### src/rtl/vga_frame_timing.sv
// Raster timing generator: beam position, visible flag, syncs, per-frame update strobe
// and a free-running frame counter, all registered and advancing on pixel_ce_i.
module vga_frame_timing #(
    parameter int unsigned H_VISIBLE        = 800,
    parameter int unsigned H_FRONT          = 40,
    parameter int unsigned H_SYNC           = 128,
    parameter int unsigned H_BACK           = 88,
    parameter int unsigned V_VISIBLE        = 600,
    parameter int unsigned V_FRONT          = 1,
    parameter int unsigned V_SYNC           = 4,
    parameter int unsigned V_BACK           = 23,
    parameter int unsigned SYNC_ACTIVE_HIGH = 1
) (
    input  logic        clk_i,
    input  logic        rst_i,
    input  logic        pixel_ce_i,
    output logic [10:0] x_pixel_o,
    output logic [9:0]  y_pixel_o,
    output logic        visible_o,
    output logic        hsync_o,
    output logic        vsync_o,
    output logic        start_update_o,
    output logic [15:0] frame_count_o
);

    localparam int unsigned X_W      = 11;
    localparam int unsigned Y_W      = 10;
    localparam int unsigned FC_W     = 16;
    localparam int unsigned H_TOTAL  = H_VISIBLE + H_FRONT + H_SYNC + H_BACK;
    localparam int unsigned V_TOTAL  = V_VISIBLE + V_FRONT + V_SYNC + V_BACK;
    localparam int unsigned HS_START = H_VISIBLE + H_FRONT;
    localparam int unsigned HS_END   = HS_START + H_SYNC;
    localparam int unsigned VS_START = V_VISIBLE + V_FRONT;
    localparam int unsigned VS_END   = VS_START + V_SYNC;
    localparam logic        SYNC_ON  = (SYNC_ACTIVE_HIGH != 0);

    logic [X_W-1:0]  x_q, x_d;
    logic [Y_W-1:0]  y_q, y_d;
    logic            visible_q, visible_d;
    logic            hsync_q, hsync_d;
    logic            vsync_q, vsync_d;
    logic            start_q, start_d;
    logic [FC_W-1:0] frame_q, frame_d;
    logic            x_last;
    logic            y_last;

    // Next position first; flags are decoded from that same next position so every
    // registered output describes one beam location with no relative skew.
    always_comb begin
        x_d     = x_q;
        y_d     = y_q;
        start_d = 1'b0;
        x_last  = (x_q == X_W'(H_TOTAL - 1));
        y_last  = (y_q == Y_W'(V_TOTAL - 1));

        if (pixel_ce_i) begin
            if (x_last) begin
                x_d = '0;
                y_d = y_last ? '0 : y_q + Y_W'(1);
            end else begin
                x_d = x_q + X_W'(1);
            end
            start_d = x_last && (y_q == Y_W'(V_VISIBLE - 1));
        end

        frame_d   = frame_q + FC_W'(start_d);
        visible_d = (x_d < X_W'(H_VISIBLE)) && (y_d < Y_W'(V_VISIBLE));
        hsync_d   = ((x_d >= X_W'(HS_START)) && (x_d < X_W'(HS_END))) ? SYNC_ON : ~SYNC_ON;
        vsync_d   = ((y_d >= Y_W'(VS_START)) && (y_d < Y_W'(VS_END))) ? SYNC_ON : ~SYNC_ON;
    end

    // Reset parks the beam on the last position so the first enabled cycle yields (0,0).
    always_ff @(posedge clk_i or posedge rst_i) begin
        if (rst_i) begin
            x_q       <= X_W'(H_TOTAL - 1);
            y_q       <= Y_W'(V_TOTAL - 1);
            visible_q <= 1'b0;
            hsync_q   <= ~SYNC_ON;
            vsync_q   <= ~SYNC_ON;
            start_q   <= 1'b0;
            frame_q   <= '0;
        end else begin
            x_q       <= x_d;
            y_q       <= y_d;
            visible_q <= visible_d;
            hsync_q   <= hsync_d;
            vsync_q   <= vsync_d;
            start_q   <= start_d;
            frame_q   <= frame_d;
        end
    end

    assign x_pixel_o      = x_q;
    assign y_pixel_o      = y_q;
    assign visible_o      = visible_q;
    assign hsync_o        = hsync_q;
    assign vsync_o        = vsync_q;
    assign start_update_o = start_q;
    assign frame_count_o  = frame_q;

endmodule

### config.mk
export PLATFORM = sky130hd
export DESIGN_NAME = vga_frame_timing
export DESIGN_NICKNAME = d
export VERILOG_FILES = /design/src/rtl/vga_frame_timing.sv
export SDC_FILE = /design/constraint.sdc
export NUM_CORES = 1
export LEC_CHECK = 0
export CORE_MARGIN = 2
export CORE_UTILIZATION = 34
export CTS_CLUSTER_SIZE = 12
export DETAILED_ROUTE_END_ITERATION = 10
export SYNTH_ARGS = -nofsm -noshare
export SYNTH_HDL_FRONTEND = slang
export SYNTH_SLANG_ARGS = --single-unit
### constraint.sdc
create_clock -name clk_i -period 3.28 [get_ports clk_i]
set_input_delay 0.82 -clock clk_i [delete_from_list [all_inputs] [get_ports clk_i]]
set_output_delay 0.82 -clock clk_i [all_outputs]
set_load 0.05 [all_outputs]
==> results of run 1 <==
logic make-up (layout without fill, tap and decap cells):
kind of cell	Yosys count	after routing	share of synthesized area, %
adders and majority gates	4	4	2.33
DFF	41	41	48.5
and+or+nand+nor	91	91	24.4
AOI/OAI and AO/OA	26	26	8.93
muxes	2	2	0.992
xor gates and xnor gates	28	28	11.4
buffers and inverters	13	70	3.33
state kept, by name, summed over array words and instances (netlist names):
register	count
y_pixel_o	10
start_update_o	1
x_pixel_o	11
vsync_o	1
visible_o	1
frame_count_o	16
hsync_o	1
path summary, 6_finish.rpt:
kind	endpoint	slack, ns	cells after the start
worst max register to register	frame_count_o[13]	0.58	10
worst min-delay path	frame_count_o[15]	0.49	1
worst max-delay path	frame_count_o[13]	0.35	10
worst min register to register	frame_count_o[15]	0.49	1
max in group asynchronous	y_pixel_o[0]	1.95	3
min in group asynchronous	frame_count_o[1]	0.96	3
power breakdown:
group / internal [W] / leakage [nW] / total [W] / switching (W)
combinational: 0.000115 / 0.609 / 0.000330 / 0.000216
sequential: 0.000559 / 0.518 / 0.000617 / 0.0000583
clock: 0.000148 / 0.0450 / 0.000318 / 0.000171
area by class of cell:
class / instances / area share [%]
Inverter: 7 / 0.940
Timing Repair Buffer: 55 / 18.6
Multi-Input combinational cell: 151 / 36.9
Tap cell: 75 / 3.36
Clock buffer: 6 / 2.60
Sequential cell: 41 / 37.2
Clock inverter: 2 / 0.358
routing by layer:
layer / share of wire [%] / vias to the layer above / global-route usage [%]
met1: 48 / 814 / 18.5
met4: 0.87 / 0 / 3.08
met3: 4.0 / 4 / 3.78
li1: - / 850 / -
met5: 0 / - / 0
met2: 47 / 34 / 22.3
through the flow:
step	std cells	hold WS [ns]
after floorplan	205	0.597
after global placement	329	0.469
after detailed placement	329	0.469
after CTS	337	0.484
after global routing	337	0.498
final	337	0.486
Yosys cell counts (3+ instances only):
library cell	n
nand4_1	10
dfrtp_1	29
nor3_1	5
dfstp_2	12
xnor2_1	16
xor2_1	12
o31ai_1	3
nor2b_1	3
ha_1	4
nor4_1	4
nor2_1	16
inv_1	7
nand2_1	21
nand3_1	15
o21ai_0	6
worst reg2reg max path, stage by stage, from the launching register on:
cell	delay (ns)
dfstp_2	0.57
ha_1	0.21
and4_1	0.29
and4_4	0.25
nand3_1	0.07
nor4_1	0.34
ha_1	0.26
nand3_1	0.11
nor2_1	0.22
nand3_1	0.13
xnor2_1	0.13
==> impl_metrics.env, run 1 <==
export IMPL_num_vias=1702
export IMPL_firstDrtPassIters=4
export IMPL_avgSynthCellArea_um2=10.5
export IMPL_clock_path_buffers=2
export IMPL_cp_end_kind="flip-flop"
export IMPL_crit_required_ns=3.46
export IMPL_synth_edf_count=0
export IMPL_io_pins=44
export IMPL_cts_sinks=41
export IMPL_gr_total_overflow=0
export IMPL_cts_tree="yes"
export IMPL_cp_start_kind="input pin"
export IMPL_p_per_area_mw_per_mm2=453
export IMPL_drv_slew=0
export IMPL_wl_per_cell_um=13.7
export IMPL_drive_gt1_share_pct=14.9
export IMPL_rsz0062_at_grt="false"
export IMPL_cts_repair_resized=0
export IMPL_worstSkewPairLatency_ns=0.29
export IMPL_initial_core_util_pct=35.6
export IMPL_die_w_um=83.4
export IMPL_synthCells=205
export IMPL_synth_seq_cells=41
export IMPL_netlist_cell_type_count=46
export IMPL_gp_congestion=0.779
export IMPL_drt_wl_total_um=4620
export IMPL_setup_tns_ns=0
export IMPL_clk_pin_slew_worst_paths_ns=0.07
export IMPL_regArea_mm2=0.00104
export IMPL_skew_ns=0.00588
export IMPL_drv_cap=0
export IMPL_crit_family="simple AND/OR/NAND/NOR gates"
export IMPL_timing_critical_path_buf_inv=1
export IMPL_die_h_um=83.4
export IMPL_pre_cts_ws_ns=0.0204
export IMPL_cts_made_buffers=5
export IMPL_total_power_w=0.00127
export IMPL_crit_top_cell="nand3_1"
export IMPL_layout_common_cells="clkdlybuf4s50_1 (43), dfrtp_1 (29), nand2_1 (21), nor2_1 (16), xnor2_1 (16)"
export IMPL_cp_startpoint="pixel_ce_i"
export IMPL_grt_pass1_vias=1718
export IMPL_grt_pass1_wl_um=7900
export IMPL_antenna_found_initial=0
export IMPL_synth_ff_type="dfrtp_1"
export IMPL_hold_buffers=0
export IMPL_drtAntennaViolNets=0
export IMPL_path_max_fanout=4
export IMPL_port_buffers=43
export IMPL_syn2layout_area_growth_pct=30.4
export IMPL_track_usage_pct=13.8
export IMPL_post_cts_buffers=0
export IMPL_yosysWarnings=0
export IMPL_status="completed"
export IMPL_clock_tree_root_cell="clkbuf_8"
export IMPL_drc_errors=0
export IMPL_ys_async_sr_fraction_pct=100
export IMPL_leakagePower_nw=1.17
export IMPL_setup_violations=0
export IMPL_fin_util_pct=46.4
export IMPL_period_share_pct=89.2
export IMPL_dpl_instance_area_mm2=0.00271
export IMPL_synth_fp_nets=212
export IMPL_crit_arrival_ns=3.10
export IMPL_synth_area_mm2=0.00214
export IMPL_finish_instance_area_mm2=0.00280
export IMPL_final_nets=268
export IMPL_grt_start_max_net_pins=42
export IMPL_htreeDepth=2
export IMPL_ys_seq_area_share_pct=48.5
export IMPL_fmax_mhz=342
export IMPL_final_common_cell="clkdlybuf4s50_1"
export IMPL_final_hold_violation_count=0
export IMPL_rows=28
export IMPL_post_synth_top_area_fraction_pct=33.8
export IMPL_path_class="in -> reg"
export IMPL_diodes=0
export IMPL_drt_vias_per_instance=5.05
export IMPL_n_fill_cell=594
export IMPL_place_hpwl_um=3380
export IMPL_period_minus_slack_ns=2.93
export IMPL_setup_ws_ns=0.353
export IMPL_tightestPinTransition_ns=0.512
export IMPL_multi_input_area_mm2=0.00103
export IMPL_cp_cell_sequence="clkdlybuf4s50_1 > and4_1 > and4_4 > nand3_1 > nor4_1 > ha_1 > nand3_1 > nor2_1 > nand3_1 > xnor2_1"
export IMPL_core_mm2=0.00603
export IMPL_max_stage_delay_ns=0.48
export IMPL_dieArea_mm2=0.00696
export IMPL_synth_top_cell_by_area="dfrtp_1"
export IMPL_synthTopCellsByArea="dfrtp_1 (34%), dfstp_2 (15%), xnor2_1 (6.5%)"
export IMPL_reg2reg_from="x_pixel_o[0]"
export IMPL_slew_headroom_pct=65.9
export IMPL_holdCritStartpoint="frame_count_o[15]"
export IMPL_ir_worst_vdd_mv=0.306
export IMPL_drtIter0Drc=110
export IMPL_min_path_type="reg -> reg"
export IMPL_slowest_stage="clkdlybuf4s50_1"
(Power assumes the default switching activity.)
==> run 2, diff against run 1 <==
clock period = 2.9 ns   (was 3.28 ns; I/O delays follow)
==> impl_metrics.env, run 2 (synthesized netlist as in run 1, its figures left out) <==
export IMPL_status="completed"
export IMPL_die_w_um=83.4
export IMPL_combPwrFrac_pct=23.2
export IMPL_setup_ws_ns=0.261
export IMPL_rows=28
export IMPL_holdWs_ns=0.485
export IMPL_antenna_found_initial=0
export IMPL_rsz0062_at_grt="false"
export IMPL_leakagePower_nw=1.20
export IMPL_drv_slew=0
export IMPL_gr_total_overflow=0
export IMPL_ff2ff_setup_slack_ns=0.39
export IMPL_cts_sinks=41
export IMPL_ir_worst_vdd_mv=0.424
export IMPL_tightestPinTransition_ns=0.538
export IMPL_fin_util_pct=48.2
export IMPL_core_mm2=0.00603
export IMPL_firstDrtPassIters=4
export IMPL_drv_cap=0
export IMPL_initial_core_util_pct=35.6
export IMPL_drive_gt1_share_pct=17.7
export IMPL_n_fill_cell=568
export IMPL_final_hold_violation_count=0
export IMPL_drt_vias_per_instance=4.97
export IMPL_crit_arrival_ns=2.81
export IMPL_slew_headroom_pct=63.8
export IMPL_crit_required_ns=3.07
export IMPL_path_class="in -> reg"
export IMPL_clock_tree_root_cell="clkbuf_8"
export IMPL_pre_cts_ws_ns=-0.0753
export IMPL_hold_buffers=0
export IMPL_num_vias=1691
export IMPL_power_switching_share_pct=31.3
export IMPL_setup_violations=0
export IMPL_grt_start_max_net_pins=42
export IMPL_grt_pass1_vias=1631
export IMPL_dpl_instance_area_mm2=0.00277
export IMPL_place_hpwl_um=3370
export IMPL_worstSkewPairLatency_ns=0.29
export IMPL_drt_wl_total_um=4610
export IMPL_power_internal_w=0.00111
export IMPL_cts_tree="yes"
export IMPL_drtIter0Drc=65
export IMPL_power_frac_seq_pct=43.4
export IMPL_syn2layout_area_growth_pct=35.3
export IMPL_final_common_cell="clkdlybuf4s50_1"
export IMPL_fmax_mhz=379
export IMPL_skew_ns=0.00688
export IMPL_die_h_um=83.4
export IMPL_min_path_type="reg -> reg"
export IMPL_clk_pin_slew_worst_paths_ns=0.08
export IMPL_p_switching_w=0.000506
export IMPL_diodes=0
export IMPL_dp_cells=332
export IMPL_grt_pass1_wl_um=7940
export IMPL_period_share_pct=91.0
export IMPL_port_buffers=43
export IMPL_clockPowerShare_pct=33.4
export IMPL_post_cts_buffers=0
export IMPL_period_minus_slack_ns=2.64
export IMPL_cts_repair_resized=0
export IMPL_finish_instance_area_mm2=0.00290
export IMPL_p_per_area_mw_per_mm2=557
export IMPL_htreeDepth=2
export IMPL_final_nets=271
export IMPL_cp_start_kind="input pin"
export IMPL_dieArea_mm2=0.00696
export IMPL_track_usage_pct=13.8
export IMPL_path_max_fanout=3
export IMPL_largest_register_ff_count=16
export IMPL_clock_path_buffers=2
export IMPL_drc_errors=0
export IMPL_wl_per_cell_um=13.6
export IMPL_cts_made_buffers=5
export IMPL_drtAntennaViolNets=0
export IMPL_layout_cells_non_filler=340
export IMPL_layout_common_cells="clkdlybuf4s50_1 (43), dfrtp_1 (29), nand2_1 (21), nor2_1 (16), xnor2_1 (16)"
export IMPL_io_pins=44
export IMPL_cp_end_kind="flip-flop"
export IMPL_gp_congestion=0.873
run 2: cell count changes in the layout (fill, tap and decap cells not counted), moves of 2 or more:
cell	before	now
bufinv_16	0	2
ha_1	4	1
dfstp_4	0	2
dfstp_2	12	10
buf_4	12	15
ha_2	0	2
run 2: critical path, stage by stage:
cell and delay [ns]:
clkdlybuf4s50_1 0.48, and4_1 0.23, and4_4 0.24, nand3_1 0.09, nor4_2 0.20, ha_2 0.26
ha_2 0.17, nand2_1 0.07, nor2_1 0.14, nand2_1 0.08, xnor2_1 0.13
run 2: worst paths after layout:
kind	from	to	cells past startpoint
min	frame_count_o[15]	frame_count_o[15]	1
min reg2reg	frame_count_o[15]	frame_count_o[15]	1
max in group asynchronous	rst_i	y_pixel_o[9]	3
max reg2reg	x_pixel_o[0]	frame_count_o[12]	11
min in group asynchronous	rst_i	frame_count_o[9]	3
max	pixel_ce_i	frame_count_o[12]	11
run 2: area by class of cell:
type	count	area, um2	area share, %
inverter	7	26.3	0.906
clock inverter	3	65.1	2.24
clock buffer	5	68.8	2.37
sequential	41	1050	36.1
timing repair buffer	58	543	18.7
multi-input combinational	151	1060	36.4
tap	75	93.8	3.23
run 2: metrics by stage:
stage	TNS [ns]	total power, W
after global routing	0	0.00170
final	0	0.00162
after floorplan	0	0.000981
after global placement	-0.147	0.00109
after detailed placement	-0.293	0.00109
after CTS	0	0.00164
run 2: power by group through the flow:
stage | clock (W) | combinational [W] | sequential (W)
5_1_grt | 0.000580 | 0.000406 | 0.000712
4_1_cts | 0.000559 | 0.000380 | 0.000703
3_3_place_gp | 0 | 0.000377 | 0.000713
2_1_floorplan | 0 | 0.000149 | 0.000831
6_report | 0.000540 | 0.000376 | 0.000702
3_5_place_dp | 0 | 0.000379 | 0.000712
run 2: routing by layer:
layer,up-vias,global-route usage [%],wire [um]
li1,857,-,-
met1,791,20.9,2420
met2,38,20.3,1990
met3,5,2.78,165
met4,0,3.52,40
met5,-,0,0
